==> config.mk <==
export PLATFORM = sky130hd
export DESIGN_NAME = nw_cell_ctrl
export DESIGN_NICKNAME = d
export VERILOG_FILES = /design/src/rtl/nw_cell_ctrl.sv
export SDC_FILE = /design/constraint.sdc
export NUM_CORES = 1
export LEC_CHECK = 0
export ABC_AREA = 1
export CORE_ASPECT_RATIO = 1.75
export CORE_UTILIZATION = 55
export CTS_CLUSTER_DIAMETER = 30
export DETAILED_ROUTE_END_ITERATION = 12
export DONT_BUFFER_PORTS = 1
export GPL_TIMING_DRIVEN = 1
export PLACE_DENSITY = 0.78
export SLEW_MARGIN = 20
export SYNTH_ARGS = -nofsm -noshare
export SYNTH_HDL_FRONTEND = slang
export SYNTH_SLANG_ARGS = --single-unit
export TNS_END_PERCENT = 30
==> constraint.sdc <==
create_clock -name clk -period 2.9 [get_ports clk]
set_input_delay 0.87 -clock clk [delete_from_list [all_inputs] [get_ports clk]]
set_output_delay 0.87 -clock clk [all_outputs]
set_load 0.03 [all_outputs]
==> src/rtl/nw_cell_ctrl.sv <==
// nw_cell_ctrl: Needleman-Wunsch fill sequencer/scorer; define SCORE_SAT_EN to clamp sums instead of wrapping
module nw_cell_ctrl #(
    parameter int N = 5,
    parameter logic signed [8:0] MATCH = 9'sd1,
    parameter logic signed [8:0] MISMATCH = -9'sd1,
    parameter logic signed [8:0] GAP = -9'sd2,
    localparam int BitAddr = $clog2(N)
) (
    input  logic               clk,
    input  logic               rst,
    input  logic               start,
    input  logic [1:0]         seq_a,
    input  logic [1:0]         seq_b,
    input  logic               signal,
    input  logic signed [8:0]  diag,
    input  logic signed [8:0]  up,
    input  logic signed [8:0]  left,
    output logic               en_read,
    output logic               en_ins,
    output logic               we,
    output logic [BitAddr:0]   i,
    output logic [BitAddr:0]   j,
    output logic signed [8:0]  max,
    output logic [1:0]         dir,
    output logic               dir_valid,
    output logic               busy,
    output logic               done
);
    typedef enum logic [2:0] {IDLE, READ, CALC, WRITE, NEXT, DONE} state_t;
    localparam logic [BitAddr:0] LAST = (BitAddr + 1)'(N - 1);
    state_t state, nxt;
    logic signed [8:0] diag_q, up_q, left_q, d, u, l, mx;
    logic match_q;
    logic [1:0] dr;
    function automatic logic signed [9:0] ext(input logic signed [8:0] x);
        ext = {x[8], x};
    endfunction
    function automatic logic signed [8:0] fit(input logic signed [9:0] s);
`ifdef SCORE_SAT_EN
        fit = s > 10'sd255 ? 9'sd255 : s < -10'sd256 ? 9'h100 : s[8:0];
`else
        fit = s[8:0];
`endif
    endfunction
    always_comb begin
        d = fit(ext(diag_q) + ext(match_q ? MATCH : MISMATCH));
        u = fit(ext(up_q) + ext(GAP));
        l = fit(ext(left_q) + ext(GAP));
        dr = (d >= u && d >= l) ? 2'b00 : (u >= l) ? 2'b01 : 2'b10;
        mx = dr == 2'b00 ? d : dr == 2'b01 ? u : l;
    end
    always_comb begin
        nxt = state;
        case (state)
            IDLE:    nxt = start ? READ : IDLE;
            READ:    nxt = signal ? CALC : READ;
            CALC:    nxt = WRITE;
            WRITE:   nxt = NEXT;
            NEXT:    nxt = (i == LAST && j == LAST) ? DONE : READ;
            default: nxt = IDLE;
        endcase
    end
    always_ff @(posedge clk) begin
        if (!rst) begin
            state     <= IDLE;
            en_read   <= 1'b0;
            en_ins    <= 1'b0;
            we        <= 1'b0;
            dir_valid <= 1'b0;
            busy      <= 1'b0;
            done      <= 1'b0;
            i         <= '0;
            j         <= '0;
            max       <= '0;
            dir       <= 2'b00;
            diag_q    <= '0;
            up_q      <= '0;
            left_q    <= '0;
            match_q   <= 1'b0;
        end else begin
            state     <= nxt;
            en_read   <= nxt == READ;
            en_ins    <= nxt == WRITE;
            we        <= nxt == WRITE;
            dir_valid <= nxt == WRITE;
            busy      <= nxt != IDLE;
            done      <= nxt == DONE;
            if (state == READ && signal) begin
                diag_q  <= diag;
                up_q    <= up;
                left_q  <= left;
                match_q <= seq_a == seq_b;
            end
            if (state == CALC) begin
                max <= mx;
                dir <= dr;
            end
            if (state == IDLE) begin
                i <= '0;
                j <= '0;
            end else if (state == NEXT && nxt == READ) begin
                j <= j == LAST ? '0 : j + 1'b1;
                i <= j == LAST ? i + 1'b1 : i;
            end
        end
    end
endmodule
After elaboration in Yosys (flattened, before gate mapping)
Index checks and enable logic that the tools add are counted.

word-level totals
  bits in writable memories = 0
  output and inout port bits = 25
  bits in registers = 54
  input port bits = 35
  memories kept = 0
  bits in latches = 0
  bits in read-only memories = 0
  word-level logic and storage cells = 52

cells by class
  shift-type cells = 0
  eq/ne operators = 11
  multiply operators = 0
  bitwise logic cells = 1
  mux-type cells = 10
  order comparisons = 3
  reductions and logical operators = 9
  divide/modulo/power cells = 0
  add/sub/neg operators = 5

operators by type and width
  cell                                                  count
  >= comparator 9 bit                                   3
  two-way mux 9 bit                                     3
  adder 9 x 2 -> 9 bit (second input constant)          2
  one-hot mux 3 bit (5 select lines)                    1
  adder 9 bit                                           1
  equality test 3 x 2 -> 1 bit (second input constant)  3
  adder 4 x 1 -> 4 bit (second input constant)          2
  equality test 4 x 3 -> 1 bit (second input constant)  2
  equality test 3 x 1 -> 1 bit (second input constant)  2
  equality test 3 bit (second input constant)           2
  two-way mux 2 bit                                     3
  logical AND 1 bit                                     4
  two-way mux 4 bit                                     1
  logical NOT 3 bit                                     1
  two-way mux 3 bit                                     1
  nonzero test 3 bit                                    1
  equality test 2 x 1 -> 1 bit (second input constant)  1
  equality test 2 bit                                   1
  logical NOT 2 bit                                     1
  AND reduction 2 bit                                   1
  OR reduction 2 bit                                    1
  two-way mux 1 bit                                     1
  NOT 1 bit                                             1

Depth between registers and ports, before layout
  depth after elaboration = 8
  gate-level depth with buffers = 25
  gate-level depth less buffers = 25

Worst setup path after synthesis
OpenSTA, ideal clock, no wires.

  path type = register to register
  start point = register diag_q[0]
  end point = register max[6]
  data arrival time = 3.011 ns
  setup time = 0.117 ns
  cell stages (with the launch flop) = 24
  required time = 2.783 ns
  clock period less this slack = 3.129 ns
  setup slack = -0.229 ns
  buffers on the path = 0
  cell sequence = dfxtp_1 > inv_1 > fa_1 > o31ai_1 > nand2_1 > nand2_1 > a21oi_1 > xor2_1 > inv_1 > ha_1 > nand2_1 > inv_1 > nand2_1 > o31a_1 > nand2_1 > nand2_1 > nand2_2 > nand3_4 > nand2_4 > inv_4 > nand2_1 > nand2_1 > nor2_1 > nor2_1

on the way
  word-level cells in the longest chain between the ends = 7
  elaborated cells between the ends (all ways) = 9
  classes of those cells = add/sub: 1; order compare: 2; eq/ne: 1; mux: 3; reduce/logical: 2

RTL lines
  what                          RTL line  RTL
  from (decl)                   32        logic signed [8:0] diag_q, up_q, left_q, d, u, l, mx;
  from (signal assigned)        89        diag_q <= diag;
  adder 9 bit (*)               46        d = fit(ext(diag_q) + ext(match_q ? MATCH : MISMATCH));
  >= comparator 9 bit           49        dr = (d >= u && d >= l) ? 2'b00 : (u >= l) ? 2'b01 : 2'b10;
  logical AND 1 bit             49
  two-way mux 2 bit             49
  equality test 2 x 1 -> 1 bit  50        mx = dr == 2'b00 ? d : dr == 2'b01 ? u : l;
  two-way mux 9 bit             50
  two-way mux 9 bit (*)         50
  to (signal assigned)          95        max <= mx;
  to (decl)                     23        output logic signed [8:0] max,

Every way passes the cells marked *; elsewhere a longest branch is shown, timed or not.
A chain may end at the register's enable or synchronous reset.

Final worst setup path
  start point = register match_q
  end point = register max[5]

on the way
  word-level cells in the longest chain between the ends = 8
  elaborated cells between the ends (all ways) = 10
  classes of those cells = add/sub: 1; order compare: 2; eq/ne: 1; mux: 4; reduce/logical: 2

RTL lines
  what                          RTL line  RTL
  from (decl)                   33        logic match_q;
  from (signal assigned)        92        match_q <= seq_a == seq_b;
  two-way mux 9 bit (*)         46
  adder 9 bit (*)               46
  >= comparator 9 bit           49
  logical AND 1 bit             49
  two-way mux 2 bit             49
  equality test 2 x 1 -> 1 bit  50
  two-way mux 9 bit             50
  two-way mux 9 bit (*)         50

Marks and branches as above.

==> qor.csv <==
stage,metric,value,unit
cells_and_area,num-fill-cells,538,
place,gp_congestion,0.982,
worst_setup_path,required,3.13,ns
floorplan,fp.dieArea,6830,µm²
cells_and_area,drive_above_1_share,20.5,%
synthesis,syn_area,3570,µm²
timing,maxSlewHeadroom,38.3,%
clocking,insertion_delay,0.33,ns
synthesis,synth_common_cells,"nand2_1 (73), nor2_1 (72), inv_1 (60), dfxtp_1 (54), o21ai_0 (45)",
timing,worst_slew_pin_slew,0.919,ns
worst_setup_path,cp-end-kind,register,
global_route,grt_max_degree,40,
synthesis,ys_seq_area_share,30.3,%
route,num_vias,3325,
run,max_cap_viol_count,0,
floorplan,coreArea,6230,µm²
worst_setup_path,cpMostUsedCell,nand2_1,
clocking,path_clk_slew,0.10,ns
timing,post-route-period-util,108,%
timing,fin_setup_tns,-1.99,ns
clocking,root_buffer,clkbuf_8,
route,wl_met1,3.31,mm
route,dr_wl_met3,276,µm
place,numPortBuffers,0,
route,ant_nets,0,
cells_and_area,fin_util,66.8,%
synthesis,yosys_warnings,0,
global_route,first_global_vias,3308,
synthesis,synth_nets,572,
worst_hold_path,holdCritPathClass,register to register,
route,drc_errors,0,
global_route,antenna_found_initial,0,
floorplan,initial_core_util,57.3,%
worst_setup_path,crit_chain,inv_6 -> ha_4 -> inv_2 -> o31ai_4 -> nand2_1 -> nand2_1 -> a21oi_2 -> xor2_1 -> inv_1 -> ha_4 -> nand2_2 -> inv_2 -> nand2_2 -> o31a_1 -> nand2_1 -> nand2_1 -> nand2_2 -> nand3_4 -> nand2_4 -> inv_4 -> nand2_1 -> nand2_2 -> nor2_2 -> nor2_1,
worst_setup_path,critPathTopFamily,simple AND/OR/NAND/NOR gates,
worst_setup_path,crit_buf_inv,5,
clocking,clk_path_buf_depth,2,
worst_setup_path,worstSetupStartpointType,register,
synthesis,yosysTopAreaCellShare,30.3,%
timing,setup_violations,11,
worst_setup_path,slowest_stage,dfxtp_4,
floorplan,die_w,62.9,µm
route,drt-initial-drc-count,122,
timing,min_period,3.13,ns
route,dr_wl_met2,4.96,mm
synthesis,yosysTopAreaCell,dfxtp_1,
synthesis,synth_seq_cells,54,
pwr,total_power,3.58,mW
route,routed.top_layer,met4,
timing,final_max_slew_viol_count,0,
pwr,vdd_drop_max,0.427,mV
worst_setup_path,slowest_delay,0.40,ns
global_route,track_usage,28.1,%
route,firstDrtPassIters,4,
clocking,numCtsBuffers,5,
cells_and_area,synthToLayoutAreaGrowth,16.6,%
worst_setup_path,crit_fanout,5,
synthesis,async_flop_share,0,%
synthesis,postSynthAreaPerCell,7.17,µm²
synthesis,syn_inst,498,
cells_and_area,seq_area,1090,µm²
pwr,power_density,861,nW/µm²
cells_and_area,multi_input_area,2250,µm²
synthesis,netlist_top_cells_area,"dfxtp_1 (30%), ha_1 (13%), nand2_1 (7.7%), nor2_1 (7.6%), inv_1 (6.3%)",
timing,rsz0062_at_grt,yes,
clocking,cts_tree,yes,
timing,final-hold-violation-count,0,
floorplan,io_pins,60,
worst_setup_path,cp.arrival,3.36,ns
synthesis,synth_ff_type,dfxtp_1,
floorplan,rows,38,
clocking,clkSinkCount,54,
worst_setup_path,worstSetupPathType,register to register,
synthesis,synth_most_common_cell,nand2_1,
timing,setup_slack,-0.227,ns
clocking,cts_max_level,2,
synthesis,synth_cell_type_count,42,
status,status,finished with violations,
pwr,p_leak,2.01,nW
cells_and_area,diodes,0,
global_route,grt_overflow,0,
place,dp_cells,606,
route,routed_wl,9.15,mm
timing,fin_worst_skew,0.00269,ns
route,vias_per_cell,5.35,
cells_and_area,final_cells,621,
synthesis,synth-edff-count,0,
route,wl_per_cell,14.7,µm
floorplan,die_h,109,µm
global_route,grt_pass1_wl,14.6,mm
status,failed_checks,setup timing,
place,dp_hpwl,7.34,mm
timing,fmax,320,MHz
cells_and_area,final_nets,614,
stage by stage:
stage          hold slack (ns)  cell area (µm²)  setup WS, ns
6_report                 0.488             4160        -0.227
5_1_grt                  0.529             4160        -0.448
4_1_cts                  0.491             4120        -0.238
3_5_place_dp             0.477             3960        -0.289
3_3_place_gp             0.463             3960        -0.169
2_1_floorplan            0.448             3620        0.0121
sequential cells by signal, indices dropped and copies added (netlist names), 2 cells and up:
signal and cells:
dir 2, diag_q 9, j 4, i 4, state 3, left_q 9, up_q 9, max 9
tightest hold or removal path: stages (launching register included):
cell	delay [ns]
dfxtp_1	0.32
inv_1	0.07
a21oi_1	0.06
final timing paths:
kind	startpoint	slack, ns	to	cells after the start
worst max register to register	match_q	-0.23	max[5]	24
worst min register to register	up_q[2]	0.49	up_q[2]	2
worst max-delay path	match_q	-0.23	max[5]	24
worst min-delay path	up_q[2]	0.49	up_q[2]	2
where the power goes:
group	switching (mW)	internal (mW)	leakage, nW
Clock	0.269	0.175	0.0447
Sequential	0.0846	0.796	0.441
Combinational	1.30	0.955	1.52
final cells by class:
cell class / count / area share [%]
multi-input combinational: 363 / 54.1
sequential: 54 / 26.1
timing repair buffer: 48 / 8.66
inverter: 68 / 6.49
tap: 80 / 2.41
clock buffer: 5 / 1.65
clock inverter: 3 / 0.601
routing by layer:
| metal | track usage, % | vias up |
|---|---|---|
| met5 | 0 | - |
| met4 | 20.8 | 0 |
| met3 | 4.43 | 39 |
| met2 | 54.9 | 85 |
| met1 | 25.3 | 1496 |
| li1 | - | 1705 |
kinds of logic after synthesis:
kind of cell	synth area share, %
AND/OR/NAND/NOR	26.1
flip-flops	30.3
adder cells (fa/ha/maj)	13.9
XOR/XNOR	5.15
buffers and inverters	9.26
AO/OA/AOI/OAI	15.3
layout by cell type, fill, tap and decap left out, types with 8 or more instances in the layout:
master   Yosys  final
o21ai_1      9      8
o21ai_0     45     45
nor2_1      72     71
nand4_1     11     11
a21oi_1     35     32
inv_1       60     55
nand2_1     73     68
nand2_2      9     14
xor2_1      13     13
dfxtp_1     54     52
xnor2_1      8      8
nand3_1     11     11
ha_1        38     35
buf_4        3     48
timing repair:
action	4_1_cts	5_1_grt
setup endpoints to repair	11	11
pin swaps	6	16
endpoints found under the hold margin	0	0
gates cloned	1	0
hold buffers	0	0
buffers inserted	3	3
resized for setup	7	11
Power figures use the tool's default switching activity.
